## src/rtl/multiplier_controller_pkg.sv

```systemverilog
// Shared definitions for the repeated-addition multiplier: default width,
// FSM state encodings and the datapath control bundle.
package multiplier_controller_pkg;

  localparam int WIDTH_DEF = 5;

  typedef enum logic [2:0] {
    S_IDLE = 3'd0,
    S_LDB  = 3'd1,
    S_ADD  = 3'd2,
    S_DONE = 3'd3
  } state_t;

  // Strobes from the FSM into mult_datapath
  typedef struct packed {
    logic lda;     // capture operand A
    logic ldb;     // capture operand B into the counter
    logic clrp;    // clear the product accumulator
    logic addp;    // product += A
    logic deccnt;  // cnt -= 1
  } dp_ctrl_t;

endpackage

```

## src/rtl/multiplier_controller_if.sv

```systemverilog
// Operand/result bus of the multiplier. The master drives start and the
// shared operand bus; the slave (multiplier) returns product, busy and done.
interface multiplier_controller_if #(
  parameter int WIDTH = 5
);
  logic               start;
  logic [WIDTH-1:0]   data_in;
  logic [2*WIDTH-1:0] product;
  logic               busy;
  logic               done;

  modport master (output start, data_in, input product, busy, done);
  modport slave  (input start, data_in, output product, busy, done);
endinterface

```

## src/rtl/multiplier_controller_datapath.sv

```systemverilog
// mult_datapath: A register, cnt down-counter, product accumulator and the
// cnt==0 detect. With MUL_SWAP_EN defined, loading B compares it against A
// and puts the smaller value in the counter so fewer additions are needed.
module mult_datapath
  import multiplier_controller_pkg::*;
#(
  parameter int WIDTH = WIDTH_DEF
) (
  input  logic               clk,
  input  logic               rst,
  input  logic [WIDTH-1:0]   data_in,
  input  dp_ctrl_t           ctrl,
  output logic [2*WIDTH-1:0] product,
  output logic               eqz
);

  logic [WIDTH-1:0] a;
  logic [WIDTH-1:0] cnt;

  assign eqz = (cnt == '0);

  // Operand capture, counter and accumulator; the FSM never asserts
  // lda/ldb or clrp/addp together, so the priorities below are only nominal.
  always_ff @(posedge clk or posedge rst) begin
    if (rst) begin
      a       <= '0;
      cnt     <= '0;
      product <= '0;
    end else begin
      if (ctrl.lda) a <= data_in;
      if (ctrl.ldb) begin
`ifdef MUL_SWAP_EN
        if (data_in < a) begin
          cnt <= data_in;
        end else begin
          cnt <= a;
          a   <= data_in;
        end
`else
        cnt <= data_in;
`endif
      end else if (ctrl.deccnt) begin
        cnt <= cnt - 1'b1;
      end
      if (ctrl.clrp)      product <= '0;
      else if (ctrl.addp) product <= product + {{WIDTH{1'b0}}, a};
    end
  end

endmodule

```

## src/rtl/multiplier_controller.sv

```systemverilog
// multiplier_controller: sequential multiplier by repeated addition.
// A arrives on data_in with start, B on the following cycle; the product is
// held while done=1. Optional macro MUL_SWAP_EN (in mult_datapath) iterates
// min(A,B) times instead of B times.
module multiplier_controller
  import multiplier_controller_pkg::*;
#(
  parameter int WIDTH = WIDTH_DEF
) (
  input  logic                  clk,
  input  logic                  rst,
  multiplier_controller_if.slave bus
);

  state_t   state_q, state_d;
  dp_ctrl_t ctrl;
  logic     eqz;

  mult_datapath #(.WIDTH(WIDTH)) u_dp (
    .clk     (clk),
    .rst     (rst),
    .data_in (bus.data_in),
    .ctrl    (ctrl),
    .product (bus.product),
    .eqz     (eqz)
  );

  // State register
  always_ff @(posedge clk or posedge rst) begin
    if (rst) state_q <= S_IDLE;
    else     state_q <= state_d;
  end

  // Next-state and datapath strobes; start only matters in IDLE and DONE
  always_comb begin
    state_d = state_q;
    ctrl    = '0;
    case (state_q)
      S_IDLE, S_DONE: begin
        if (bus.start) begin
          ctrl.lda = 1'b1;
          state_d  = S_LDB;
        end
      end
      S_LDB: begin
        ctrl.ldb  = 1'b1;
        ctrl.clrp = 1'b1;
        state_d   = S_ADD;
      end
      S_ADD: begin
        if (!eqz) begin
          ctrl.addp   = 1'b1;
          ctrl.deccnt = 1'b1;
        end else begin
          state_d = S_DONE;
        end
      end
      default: state_d = S_IDLE;
    endcase
  end

  // Moore outputs decoded straight from the state register
  assign bus.busy = (state_q == S_LDB) || (state_q == S_ADD);
  assign bus.done = (state_q == S_DONE);

endmodule
```

## src/flat_wrapper.sv

```systemverilog
// flat-port wrapper written by rule: the top's interface ports become plain ports
module multiplier_controller_flat import multiplier_controller_pkg::*;
#(
  parameter int WIDTH = WIDTH_DEF
)
  (clk, rst, bus_start, bus_data_in, bus_product, bus_busy, bus_done);
  multiplier_controller_if #(.WIDTH(WIDTH)) bus_i ();
  input  logic clk;
  input  logic rst;
  input wire logic [$bits(bus_i.start)-1:0] bus_start;
  input wire logic [$bits(bus_i.data_in)-1:0] bus_data_in;
  output wire logic [$bits(bus_i.product)-1:0] bus_product;
  output wire logic [$bits(bus_i.busy)-1:0] bus_busy;
  output wire logic [$bits(bus_i.done)-1:0] bus_done;
  assign bus_i.start = bus_start;
  assign bus_i.data_in = bus_data_in;
  assign bus_product = bus_i.product;
  assign bus_busy = bus_i.busy;
  assign bus_done = bus_i.done;
  multiplier_controller #(.WIDTH(WIDTH)) u_core (.clk(clk), .rst(rst), .bus(bus_i));
endmodule
```

## config.mk

```make
export PLATFORM = sky130hd
export DESIGN_NAME = multiplier_controller_flat
export DESIGN_NICKNAME = d
export VERILOG_FILES = /design/src/rtl/multiplier_controller_pkg.sv /design/src/rtl/multiplier_controller_if.sv /design/src/rtl/multiplier_controller_datapath.sv /design/src/rtl/multiplier_controller.sv /design/src/flat_wrapper.sv
export SDC_FILE = /design/constraint.sdc
export NUM_CORES = 1
export LEC_CHECK = 0
export CAP_MARGIN = 15
export CORE_AREA = 2 2 61 63
export CTS_CLUSTER_SIZE = 28
export DETAILED_ROUTE_END_ITERATION = 8
export DIE_AREA = 0 0 63 65
export PLACE_DENSITY = 0.69
export SETUP_SLACK_MARGIN = 0.05
export SLEW_MARGIN = 25
export SYNTH_ARGS = -nofsm -noshare
export SYNTH_HDL_FRONTEND = slang
export SYNTH_SLANG_ARGS = --single-unit
```

## constraint.sdc

```tcl
create_clock -name clk -period 2 [get_ports clk]
set_input_delay 0.6 -clock clk [delete_from_list [all_inputs] [get_ports clk]]
set_output_delay 0.6 -clock clk [all_outputs]
set_load 0.02 [all_outputs]
```

==> impl_metrics.csv <==
group,metric,value,unit
global_routing,antenna_found_initial,0,
floorplan,fp.dieH,65,um
worst_setup_path,crit_path_start,"u_core.u_dp.product[9]",
worst_setup_path,ff2ff_setup_slack,0.12,ns
routing,via_per_inst,5.00,
worst_setup_path,r2r-start,"u_core.u_dp.cnt[0]",
clocking,clk_latency,0.31,ns
clocking,cts.sinks,22,
logic_synthesis,post-synth-top-area-fraction,0.416,
routing,vias,1034,
clocking,clk_pin_slew_worst_paths,0.12,ns
worst_setup_path,crit_slowest_cell,"clkdlybuf4s50_1",
logic_synthesis,synth_commonest_cells,"dfrtp_1 (22), nand2_1 (14), inv_1 (11)",
worst_setup_path,cp-endpoint,"bus_product[9]",
place,dp_hpwl,2.07,mm
timing,post-route-period-util,0.938,
timing,final.setup.tns,0,ns
worst_setup_path,critPathKind,"reg -> out",
logic_synthesis,netlist_area,0.00132,sq mm
timing,rsz0062_at_grt,"true",
layout,finalNetCount,179,
routing,firstDrtPassIters,4,
worst_setup_path,cp-end-kind,"output pin",
worst_setup_path,rr_worst_depth,6,
logic_synthesis,synthesis.nets,150,
run,maxCapViolations,0,
worst_setup_path,path_buf_inv,1,
logic_synthesis,yosysWarnings,0,
worst_setup_path,cp_top_family,"buffers and inverters",
layout,fin_util,0.480,
routing,antenna_left,0,
clocking,ctsHoldBuffers,0,
floorplan,initial_core_util,0.379,
global_routing,grt_pass1_wl,4.66,mm
timing,max_freq,0.533,GHz
worst_setup_path,cp.arrival,1.28,ns
timing,finalCriticalPeriod,1.88,ns
routing,wl_met1,1.22,mm
worst_setup_path,crit_chain,"clkdlybuf4s50_1",
floorplan,dieArea,0.00410,sq mm
floorplan,core,0.00350,sq mm
worst_setup_path,slowest_delay,0.60,ns
outcome,status,"finished, final reports clean",
timing,worstMarginPinSlew,0.415,ns
hold_path,min_path_type,"reg -> reg",
timing,finalHoldViolCount,0,
worst_setup_path,start_kind,"flop",
logic_synthesis,ys_types,36,
logic_synthesis,ys_ff_latch,22,
global_routing,grt_usage,0.143,
power,leakage,0.826,nW
logic_synthesis,netlist_instances,131,
routing,dr_wl_met2,1.39,mm
clocking,cts_max_level,1,
routing,wl,2.76,mm
place,place_congestion,0.776,
routing,drc,0,
global_routing,grt_pass1_vias,1063,
floorplan,io_pins,20,
worst_setup_path,path_depth,1,
worst_setup_path,critPathRequiredTime,1.40,ns
routing,routedWlPerCell,13.3,um
layout,n_antenna_cell,0,
logic_synthesis,ys.flop_type,"dfrtp_1",
logic_synthesis,yosysMostFrequentCell,"dfrtp_1",
power,power_density,1510,mW/mm^2
logic_synthesis,synth-seq-area-share,0.416,
place,io_buffer_count,19,
timing,slew_headroom,0.724,
worst_setup_path,r2r-end,"u_core.u_dp.product[8]",
routing,wl_met3,127,um
worst_setup_path,worstPathMaxFanout,2,
floorplan,rows,22,
floorplan,die_width,63,um
logic_synthesis,synth.avg_cell_area,10.1,sq um
layout,fill_cells,361,
logic_synthesis,synthArstFlopShare,1.00,
clocking,cts_inserted_buffers,3,
timing,finalSetupViolCount,0,
clocking,clk_path_buf_depth,2,
logic_synthesis,synth_area_leader_cell,"dfrtp_1",
power,peakVddDrop,819,uV
layout,syn2layout_area_growth,26.7,%
clocking,root_buffer,"clkbuf_4",
logic_synthesis,synth.area.top_cells,"dfrtp_1 (42%), ha_1 (9.5%), mux2_2 (6.0%)",
routing,drt_iter0_markers,11,
timing,skew,0.00110,ns
global_routing,overflow,0,
timing,drv_slew,0,
layout,drive_gt1_frac,0.239,
logic_synthesis,synth_edf_count,0,
global_routing,grt_max_degree,23,
routing,highest_layer,"met4",
clocking,cts_tree,"yes",
==> through the flow <==
step	worst slack [ns]	total power (W)	area (sq um)	std cells	hold WS, ns
after floorplan	0.0361	0.00174	1330	131	0.484
after global placement	0.0465	0.00212	1600	201	0.496
after detailed placement	0.0133	0.00218	1600	201	0.515
after CTS	0.0588	0.00249	1640	205	0.544
after global routing	0.0378	0.00275	1680	207	0.559
final	0.125	0.00254	1680	207	0.534
==> flip-flops by register name, indices dropped and copies added (netlist names) <==
register and cells:
u_core.u_dp.cnt 5, u_core.u_dp.a 5, u_core.u_dp.product 10, u_core.state_q 2
==> placed cells by master, fill, tap and decap left out, types with 2 or more instances in the layout <==
cell | netlist | final
nand4_1 | 2 | 2
a21oi_1 | 8 | 8
dlygate4sd2_1 | 0 | 6
nor2b_1 | 6 | 5
buf_4 | 0 | 11
clkbuf_4 | 0 | 3
nor2_1 | 5 | 5
o21a_1 | 2 | 2
nand3_1 | 6 | 6
dlymetal6s2s_1 | 0 | 3
clkdlybuf4s50_1 | 0 | 8
nand2_1 | 14 | 14
mux2_2 | 7 | 7
o21ai_0 | 6 | 6
mux2_4 | 2 | 2
inv_1 | 11 | 10
xnor2_1 | 3 | 3
a31o_2 | 2 | 2
ha_1 | 10 | 10
dfrtp_1 | 22 | 21
==> timing repair <==
| action | CTS | global route |
|---|---|---|
| resized for setup | 13 | 9 |
| buffers inserted | 0 | 2 |
| setup endpoints to repair | 10 | 8 |
| pin swaps | 0 | 2 |
| cloned | 0 | 0 |
==> area by class of cell <==
class | instances | area (sq um) | area share
clock inverters | 1 | 30.0 | 0.0179
well taps | 48 | 60.1 | 0.0358
repair buffers | 29 | 258 | 0.154
multi-input cells | 93 | 714 | 0.426
flip-flops and latches | 22 | 552 | 0.329
inverters | 11 | 41.3 | 0.0246
clock buffers | 3 | 22.5 | 0.0134
==> cell families after synthesis <==
| group | after synthesis | share of synthesized area |
|---|---|---|
| AOI/OAI and AO/OA | 27 | 0.131 |
| buffers and inverters | 16 | 0.0567 |
| xor gates and xnor gates | 4 | 0.0265 |
| and+or+nand+nor | 41 | 0.170 |
| DFF | 22 | 0.416 |
| muxes | 10 | 0.0898 |
| adders and majority gates | 11 | 0.110 |
==> worst min-delay path by stage <==
stage                                 from               end  slack (ns)  depth (start not counted)
after floorplan           u_core.u_dp.a[0]  u_core.u_dp.a[0]        0.48                          1
after global placement    u_core.u_dp.a[0]  u_core.u_dp.a[0]        0.50                          1
after detailed placement  u_core.u_dp.a[0]  u_core.u_dp.a[0]        0.51                          1
after CTS                 u_core.u_dp.a[0]  u_core.u_dp.a[0]        0.54                          1
after global routing      u_core.u_dp.a[3]  u_core.u_dp.a[3]        0.56                          1
final                     u_core.u_dp.a[0]  u_core.u_dp.a[0]        0.53                          1
==> worst reg2reg max path, stage by stage, from the launching register on <==
cell	delay, ns
dfrtp_1	0.40
inv_1	0.07
ha_1	0.18
or4b_4	0.52
nor2b_4	0.16
a21boi_1	0.14
mux2_4	0.31
==> report_power, final <==
part / switching (W) / total [W] / internal, W
sequential: 0.000139 / 0.000760 / 0.000621
combinational: 0.000761 / 0.00144 / 0.000676
clock: 0.000136 / 0.000339 / 0.000203
==> layer usage <==
| layer | track usage | vias up |
|---|---|---|
| li1 | - | 510 |
| met1 | 0.183 | 501 |
| met2 | 0.251 | 21 |
| met3 | 0.0347 | 2 |
| met4 | 0.0167 | 0 |
| met5 | 0 | - |
Power figures use the tool's default switching activity.
